## src/rtl/remove_v_border.sv

```systemverilog
// Vertical border removal: drops the top/bottom N_TAP rows of each block per flux, forwards interior words.
// Optional REMOVE_V_EOB_EN adds an end-of-block flag as the MSB of the output word.
module remove_v_border #(
  parameter int FLUX              = 2,
  parameter int TAG_WIDTH         = $clog2(FLUX),
  parameter int DATA_WIDTH_IN_OUT = 18,
  parameter int DATA_WIDTH_EXT    = 7,
  parameter int N_TAP             = 8,
`ifdef REMOVE_V_EOB_EN
  parameter int OUT_WIDTH         = DATA_WIDTH_IN_OUT + TAG_WIDTH + 1
`else
  parameter int OUT_WIDTH         = DATA_WIDTH_IN_OUT + TAG_WIDTH
`endif
) (
  input  logic                                   clk,
  input  logic                                   rst,
  input  logic [DATA_WIDTH_IN_OUT+TAG_WIDTH-1:0] read_port_in_pel_dout,
  input  logic [FLUX-1:0]                        read_port_in_pel_empty,
  output logic [FLUX-1:0]                        read_port_in_pel_read,
  input  logic [DATA_WIDTH_EXT+TAG_WIDTH-1:0]    read_port_ext_size_dout,
  input  logic [FLUX-1:0]                        read_port_ext_size_empty,
  output logic [FLUX-1:0]                        read_port_ext_size_read,
  output logic [OUT_WIDTH-1:0]                   write_port_out_pel_din,
  input  logic [FLUX-1:0]                        write_port_out_pel_full,
  output logic                                   write_port_out_pel_write
);

  typedef enum logic [1:0] {S_IDLE, S_TOP, S_PASS, S_BOT} state_t;

  localparam int          SH     = $clog2(N_TAP);
  localparam logic [6:0]  NT     = 7'(N_TAP);
  localparam logic [6:0]  E_MASK = ~7'(N_TAP - 1);

  state_t     state_reg [FLUX];
  logic [6:0] e_reg     [FLUX];
  logic [3:0] wpr_reg   [FLUX];
  logic [3:0] cnt_w_reg [FLUX];
  logic [6:0] cnt_r_reg [FLUX];

  logic [FLUX-1:0]      elig;
  logic                 any_elig;
  logic [TAG_WIDTH-1:0] win;

  state_t     state_next;
  logic [6:0] e_next;
  logic [3:0] wpr_next;
  logic [3:0] cnt_w_next;
  logic [6:0] cnt_r_next;
  logic       upd;
  logic       eob;
  logic       row_end;
  logic [6:0] e_load;

  genvar gi;
  generate
    for (gi = 0; gi < FLUX; gi++) begin : g_elig
      assign elig[gi] = (state_reg[gi] == S_IDLE) ? !read_port_ext_size_empty[gi] :
                        (state_reg[gi] == S_PASS) ? (!read_port_in_pel_empty[gi] &&
                                                     !write_port_out_pel_full[gi]) :
                                                    !read_port_in_pel_empty[gi];
    end
  endgenerate

  // Fixed priority: scanning downwards leaves the lowest eligible index.
  always_comb begin
    any_elig = 1'b0;
    win      = '0;
    for (int i = FLUX - 1; i >= 0; i--) begin
      if (elig[i]) begin
        any_elig = 1'b1;
        win      = TAG_WIDTH'(i);
      end
    end
  end

  always_comb begin
    read_port_in_pel_read    = '0;
    read_port_ext_size_read  = '0;
    write_port_out_pel_write = 1'b0;
    upd        = 1'b0;
    eob        = 1'b0;
    state_next = state_reg[win];
    e_next     = e_reg[win];
    wpr_next   = wpr_reg[win];
    cnt_w_next = cnt_w_reg[win];
    cnt_r_next = cnt_r_reg[win];
    e_load     = read_port_ext_size_dout[6:0] & E_MASK;
    row_end    = (cnt_w_reg[win] == wpr_reg[win] - 4'd1);
    if (rst && any_elig) begin
      upd = 1'b1;
      if (state_reg[win] == S_IDLE) begin
        read_port_ext_size_read[win] = 1'b1;
        e_next     = e_load;
        wpr_next   = 4'((e_load >> SH) - 7'd2);
        cnt_w_next = '0;
        cnt_r_next = '0;
        state_next = S_TOP;
      end else begin
        read_port_in_pel_read[win] = 1'b1;
        if (row_end) begin
          cnt_w_next = '0;
          cnt_r_next = cnt_r_reg[win] + 7'd1;
        end else begin
          cnt_w_next = cnt_w_reg[win] + 4'd1;
        end
        case (state_reg[win])
          S_TOP:
            if (row_end && cnt_r_reg[win] == NT - 7'd1) state_next = S_PASS;
          S_PASS: begin
            write_port_out_pel_write = 1'b1;
            eob = row_end && (cnt_r_reg[win] == e_reg[win] - NT - 7'd1);
            if (eob) state_next = S_BOT;
          end
          S_BOT:
            if (row_end && cnt_r_reg[win] == e_reg[win] - 7'd1) state_next = S_IDLE;
          default: state_next = S_IDLE;
        endcase
      end
    end
  end

`ifdef REMOVE_V_EOB_EN
  assign write_port_out_pel_din = {eob, win, read_port_in_pel_dout[DATA_WIDTH_IN_OUT-1:0]};
`else
  assign write_port_out_pel_din = {win, read_port_in_pel_dout[DATA_WIDTH_IN_OUT-1:0]};
`endif

  // Only the winning flux's context moves; the rest hold.
  always_ff @(posedge clk or negedge rst) begin
    if (!rst) begin
      for (int i = 0; i < FLUX; i++) begin
        state_reg[i] <= S_IDLE;
        e_reg[i]     <= '0;
        wpr_reg[i]   <= '0;
        cnt_w_reg[i] <= '0;
        cnt_r_reg[i] <= '0;
      end
    end else if (upd) begin
      state_reg[win] <= state_next;
      e_reg[win]     <= e_next;
      wpr_reg[win]   <= wpr_next;
      cnt_w_reg[win] <= cnt_w_next;
      cnt_r_reg[win] <= cnt_r_next;
    end
  end

endmodule

```

## config.mk

```make
export PLATFORM = sky130hd
export DESIGN_NAME = remove_v_border
export DESIGN_NICKNAME = d
export VERILOG_FILES = /design/src/rtl/remove_v_border.sv
export SDC_FILE = /design/constraint.sdc
export NUM_CORES = 1
export LEC_CHECK = 0
export CAP_MARGIN = 20
export CORE_AREA = 2 2 90 92
export CTS_CLUSTER_DIAMETER = 100
export CTS_CLUSTER_SIZE = 14
export DETAILED_ROUTE_END_ITERATION = 10
export DIE_AREA = 0 0 92 94
export DONT_BUFFER_PORTS = 1
export PLACE_DENSITY = 0.6
export SYNTH_ARGS = -nofsm -noshare
export SYNTH_HDL_FRONTEND = slang
export SYNTH_SLANG_ARGS = --single-unit
```

## constraint.sdc

```tcl
create_clock -name clk -period 4.78 [get_ports clk]
set_clock_uncertainty 0.2 [all_clocks]
set_input_delay 0.717 -clock clk [delete_from_list [all_inputs] [get_ports clk]]
set_output_delay 0.717 -clock clk [all_outputs]
set_load 0.03 [all_outputs]
```

Word level (Yosys, flattened, before mapping):

Cells that the tools add are included.

* bits in latches: 0
* register bits after elaboration: 48
* word-level logic and storage cells: 107
* bits of input ports: 35
* bits in read-only memories: 0
* memories kept: 0
* bits in writable memories: 0

* bitwise operators: 1
* divide/modulo/power cells: 0
* add/sub/neg operators: 7
* $lt $le $gt $ge: 4
* equality and inequality tests: 9
* mux-type cells: 59
* reductions and logical operators: 17
* multiply operators: 0
* shifts and indexed selects: 0

Operators by type and width (number)
* $mux W7: 12
* $mux W4: 12
* $bwmux W14: 2
* $mux W2: 13
* $bwmux W8: 2
* $eq A7 B7 Y1: 2
* $sub A7 B1 Y7 const B: 2
* $mux W1: 12
* $eq A2 B2 Y1 const B: 4
* $logic_and A1 B1 Y1: 8
* $add A7 B1 Y7 const B: 1
* $demux W7 S1: 1
* $eq A7 B3 Y1 const B: 1
* $sub A7 B4 Y7 const B: 1
* $logic_not A1 Y1: 6
* $logic_not A2 Y1: 3
* $pmux W2 S3: 1
* $add A4 B1 Y4 const B: 1
* $bwmux W4: 1
* $demux W4 S1: 1
* $eq A4 B4 Y1: 1
* $sub A4 B1 Y4 const B: 1
* $sub A4 B2 Y4 const B: 1
* $demux W2 S1: 1
* 7 further kinds: 7

Logic depth before layout (Yosys ltp):

* word-level depth: 19
* mapped depth: 15
* depth with buffers taken out: 12

Worst setup path before layout:

No wires, ideal clock.

* path type: input to register
* start: input port read_port_ext_size_empty[1]
* end: register state_reg[3] (netlist bit)
* path slack: 773 ps
* setup time: 133 ps
* required time: 4447 ps
* path buffers: 3
* stages on the path: 14
* arrival: 3675 ps
* cell sequence: or3_1 a211o_1 buf_6 buf_2 buf_2 mux2i_1 ha_1 inv_1 o31a_1 or4_1 nand3_1 o221ai_1 nor3_1 o31ai_1

* cells in the longest elaborated chain, start to end: 17
* elaborated cells between the ends (all ways): 50
* classes of those cells: add/sub (4); order compare (2); eq/ne (7); mux (29); bitwise (1); reduce/logical (7)

RTL lines
* start, declared: RTL line 21 `input logic [FLUX-1:0] read_port_ext_size_empty,`
* $logic_not A1 Y1 *: RTL line 57 `assign elig[gi] = (state_reg[gi] == S_IDLE) ? !read_port_ext_size_empty[gi] :`
* $mux W1 *: RTL line 57
* $mux W1 *: RTL line 69 `if (elig[i]) begin`
* $mux W1: RTL line 69
* $not A1 Y2 (implied by the code)
* $mux W7 (implied by the code) (3 in series): RTL line 111, 115
* $sub A7 B4 Y7: RTL line 111 `eob = row_end && (cnt_r_reg[win] == e_reg[win] - NT - 7'd1);`
* $sub A7 B1 Y7: RTL line 111
* $eq A7 B7 Y1: RTL line 111
* $logic_and A1 B1 Y1: RTL line 111
* $mux W2: RTL line 112 `if (eob) state_next = S_BOT;`
* $pmux W2 S3: RTL line 106 `case (state_reg[win])`
* $mux W2: RTL line 91 `if (state_reg[win] == S_IDLE) begin`
* $mux W2: RTL line 89 `if (rst && any_elig) begin`
* $bwmux W4: RTL line 139 `state_reg[win] <= state_next;`
* end signal, assigned by index: RTL line 139
* end, declared: RTL line 34 `state_t state_reg [FLUX];`

Mark *: on every way between the ends. The rest lies on a longest branch, timed or not. The select of a mux whose other input is x is not followed.
A chain may end at the register's enable or synchronous reset.

Worst setup path after layout:

* start: register state_reg[0] (netlist bit)
* end: output port read_port_ext_size_read[1]

* cells in the longest elaborated chain, start to end: 12
* elaborated cells between the ends (all ways): 20
* classes of those cells: order compare (2); eq/ne (1); mux (12); bitwise (1); reduce/logical (4)

RTL lines
* branches (longest 11 deep; another with $lt A1 B2 Y1)
* $mux W2 *: RTL line 89
* end, declared: RTL line 22 `output logic [FLUX-1:0] read_port_ext_size_read,`

Mark *: on every way between the ends. The select of a mux whose other input is x is not followed.

==> qor.yml <==
status: "finished, final reports clean"
worst_pin_slew_ns: 0.689
maxCapViolCount: 0
yosys_warnings: 0
finalSetupTns_ns: 0
finalSetupViolations: 0
track_usage_pct: 21.3
syn_area_mm2: 0.00351
pwr-share-seq_pct: 37.9
crit_path_start: "state_reg[0]"
wl_per_cell_um: 17.9
drt_iter0_drc: 127
drc: 0
die_w_um: 92
fmax_ghz: 0.237
r2r-start: "state_reg[0]"
cts_resized: 0
viasPerCell: 5.78
antenna_found_initial: 0
place_congestion: 0.849
netSwitchingFraction_pct: 42.8
hp-class: "in2async"
hold_viol_final: 0
yosysUniqueCellTypes: 64
dpl.hpwl_um: 6270
layout.nets: 421
switchingPower_uw: 760
post_cts_buffers: 0
p_comb_share_pct: 44.6
intPower_uw: 1020
syn-mean-instance-area_um2: 8.72
syn_to_final_growth_pct: 1.86
crit_required_ns: 3.86
fp.dieArea_mm2: 0.00865
ant_nets: 0
synthCells: 402
grt_max_degree: 49
clock-sinks: 48
max_slew_margin_pct: 54.1
post-route-period-util_pct: 88.4
synth_ff_type: "dfrtp_1"
period_needed_ns: 4.23
clk_pin_slew_ns: 0.11
critPathCaptureType: "primary output"
r2r-end: "state_reg[1]"
start_util_pct: 46.1
synth.net_count: 442
grt_setup_unrepaired: "false"
vdd.ir_drop.worst_mv: 0.284
crit_type: "reg2out"
leakage_uw: 0.00163
seq_area_frac_synth_pct: 34.3
power.total_uw: 1770
r2r_cells: 11
layout_common_cells: "nand2_1 (63), dfrtp_1 (48), o21ai_0 (32)"
grt-ovfl-total: 0
async_flop_share_pct: 100
io_buffer_count: 0
report.final.slew_viol_count: 0
cts_htree_levels: 2
grt_pass1_vias: 2698
cp-start-kind: "register"
dr.pass1.iters: 5
arrival_ns: 3.31
via_count: 2799
cts_tree: "built"
synth_edf_count: 0
power.clock.fraction_pct: 17.5
die_height_um: 94
cts_buffer_depth: 2
drive_above_1_share_pct: 7.33
row_count: 32
final_common_cell: "nand2_1"
yosys_register_bits: 48
root_buffer: "clkbuf_8"
clk_latency_ns: 0.31
endpoint: "read_port_ext_size_read[1]"
pin_count: 59
wl_um: 8670
r2r_slack_ns: 0.89
antenna_cells: 0
cts_made_buffers: 5
critPathMaxFanout: 18
p_per_area_mw_per_mm2: 497
grt_first_pass_wirelength_um: 14600
core_area_mm2: 0.00761
-- worst min-delay path by stage --
stage | to | cells after the start
2_1_floorplan | cnt_r_reg[0] | 0
3_3_place_gp | state_reg[0] | 0
3_5_place_dp | state_reg[3] | 0
4_1_cts | state_reg[3] | 1
5_1_grt | state_reg[3] | 1
6_report | state_reg[3] | 1
-- power groups by stage --
stage / Combinational (uW) / Clock, uW / Sequential (uW)
5_1_grt: 884 / 337 / 694
3_5_place_dp: 772 / 0 / 680
2_1_floorplan: 700 / 0 / 615
4_1_cts: 790 / 322 / 672
3_3_place_gp: 759 / 0 / 677
6_report: 791 / 311 / 673
-- metal layers --
metal	part of all wire, %	global-route usage (%)
met2	47	35.2
met3	4.0	3.45
met1	48	30.0
met4	0.98	3.86
met5	0	0
-- layout make-up --
cell class	count	area, um^2
Fill cell	781	4040
Multi-Input combinational cell	298	1980
Sequential cell	48	1200
Tap cell	102	128
Inverter	23	91.3
Clock buffer	5	68.8
Timing Repair Buffer	5	57.6
Clock inverter	3	46.3
-- synth_stat cells, types with 2 or more instances --
library cell  count  area share, %
or2_2             2           0.36
mux2i_1          13            3.7
buf_4            19            4.1
xnor3_1           3            1.9
o2111ai_1         4            1.0
a21boi_0          2           0.43
nor4b_1           3           0.75
a211oi_1          5            1.1
a21o_1            3           0.64
nand4_1           5           0.89
inv_1            21            2.2
o2bb2ai_1         2           0.50
o31ai_1           8            1.7
xor2_1           10            2.5
xnor2_1          14            3.5
nand3_1          13            1.9
mux2i_4           2            1.3
or3_1             6            1.1
nor2b_1           3           0.54
clkbuf_1          7           0.75
and2_1           11            2.0
a22o_1            2           0.50
o21ai_0          33            4.7
buf_2             4           0.57
or4_1             5            1.1
nor2_1           14            1.5
nor3b_1           2           0.43
o22ai_1           3           0.54
ha_1              5            1.8
a32oi_1           2           0.50
nand2_1          63            6.7
a21oi_1          11            1.6
nor3_1           13            1.9
a31oi_1           3           0.54
nand2b_1          3           0.54
o211ai_1          2           0.43
o21ai_1           2           0.29
mux2_2            5            1.6
dfrtp_1          48             34
o41ai_1           2           0.50
-- logic make-up after synthesis --
kind of cell / synth area share (%)
buffers and inverters: 9.31
AND/OR/NAND/NOR: 20.7
flip-flops: 34.3
XOR/XNOR: 8.60
multiplexers: 7.74
AO/OA/AOI/OAI: 17.6
adder cells (fa/ha/maj): 1.78
-- critical path, stage by stage, from the launching register on --
cell	delay, ns
dfrtp_1	0.49
or3_1	0.40
a211o_1	0.49
buf_4	0.34
nor2_1	0.46
nand2_1	0.38
inv_1	0.42
-- through the flow --
stage	instance area (um^2)	hold slack, ns	cells	util (%)	setup WS [ns]
2_1_floorplan	3510	0.221	402	-	0.773
6_report	3570	0.0381	484	46.9	0.554
3_3_place_gp	3430	0.223	475	45.1	0.689
5_1_grt	3570	0.0519	484	46.9	0.340
4_1_cts	3570	0.0537	484	46.9	0.550
3_5_place_dp	3430	0.223	475	45.1	0.664
-- repair_timing --
item | 4_1_cts | 5_1_grt
setup endpoints to repair | 0 | 0
hold endpoints to repair | 48 | 0
hold buffers | 1 | 0
Note: power is estimated with default switching activity, not from simulation.
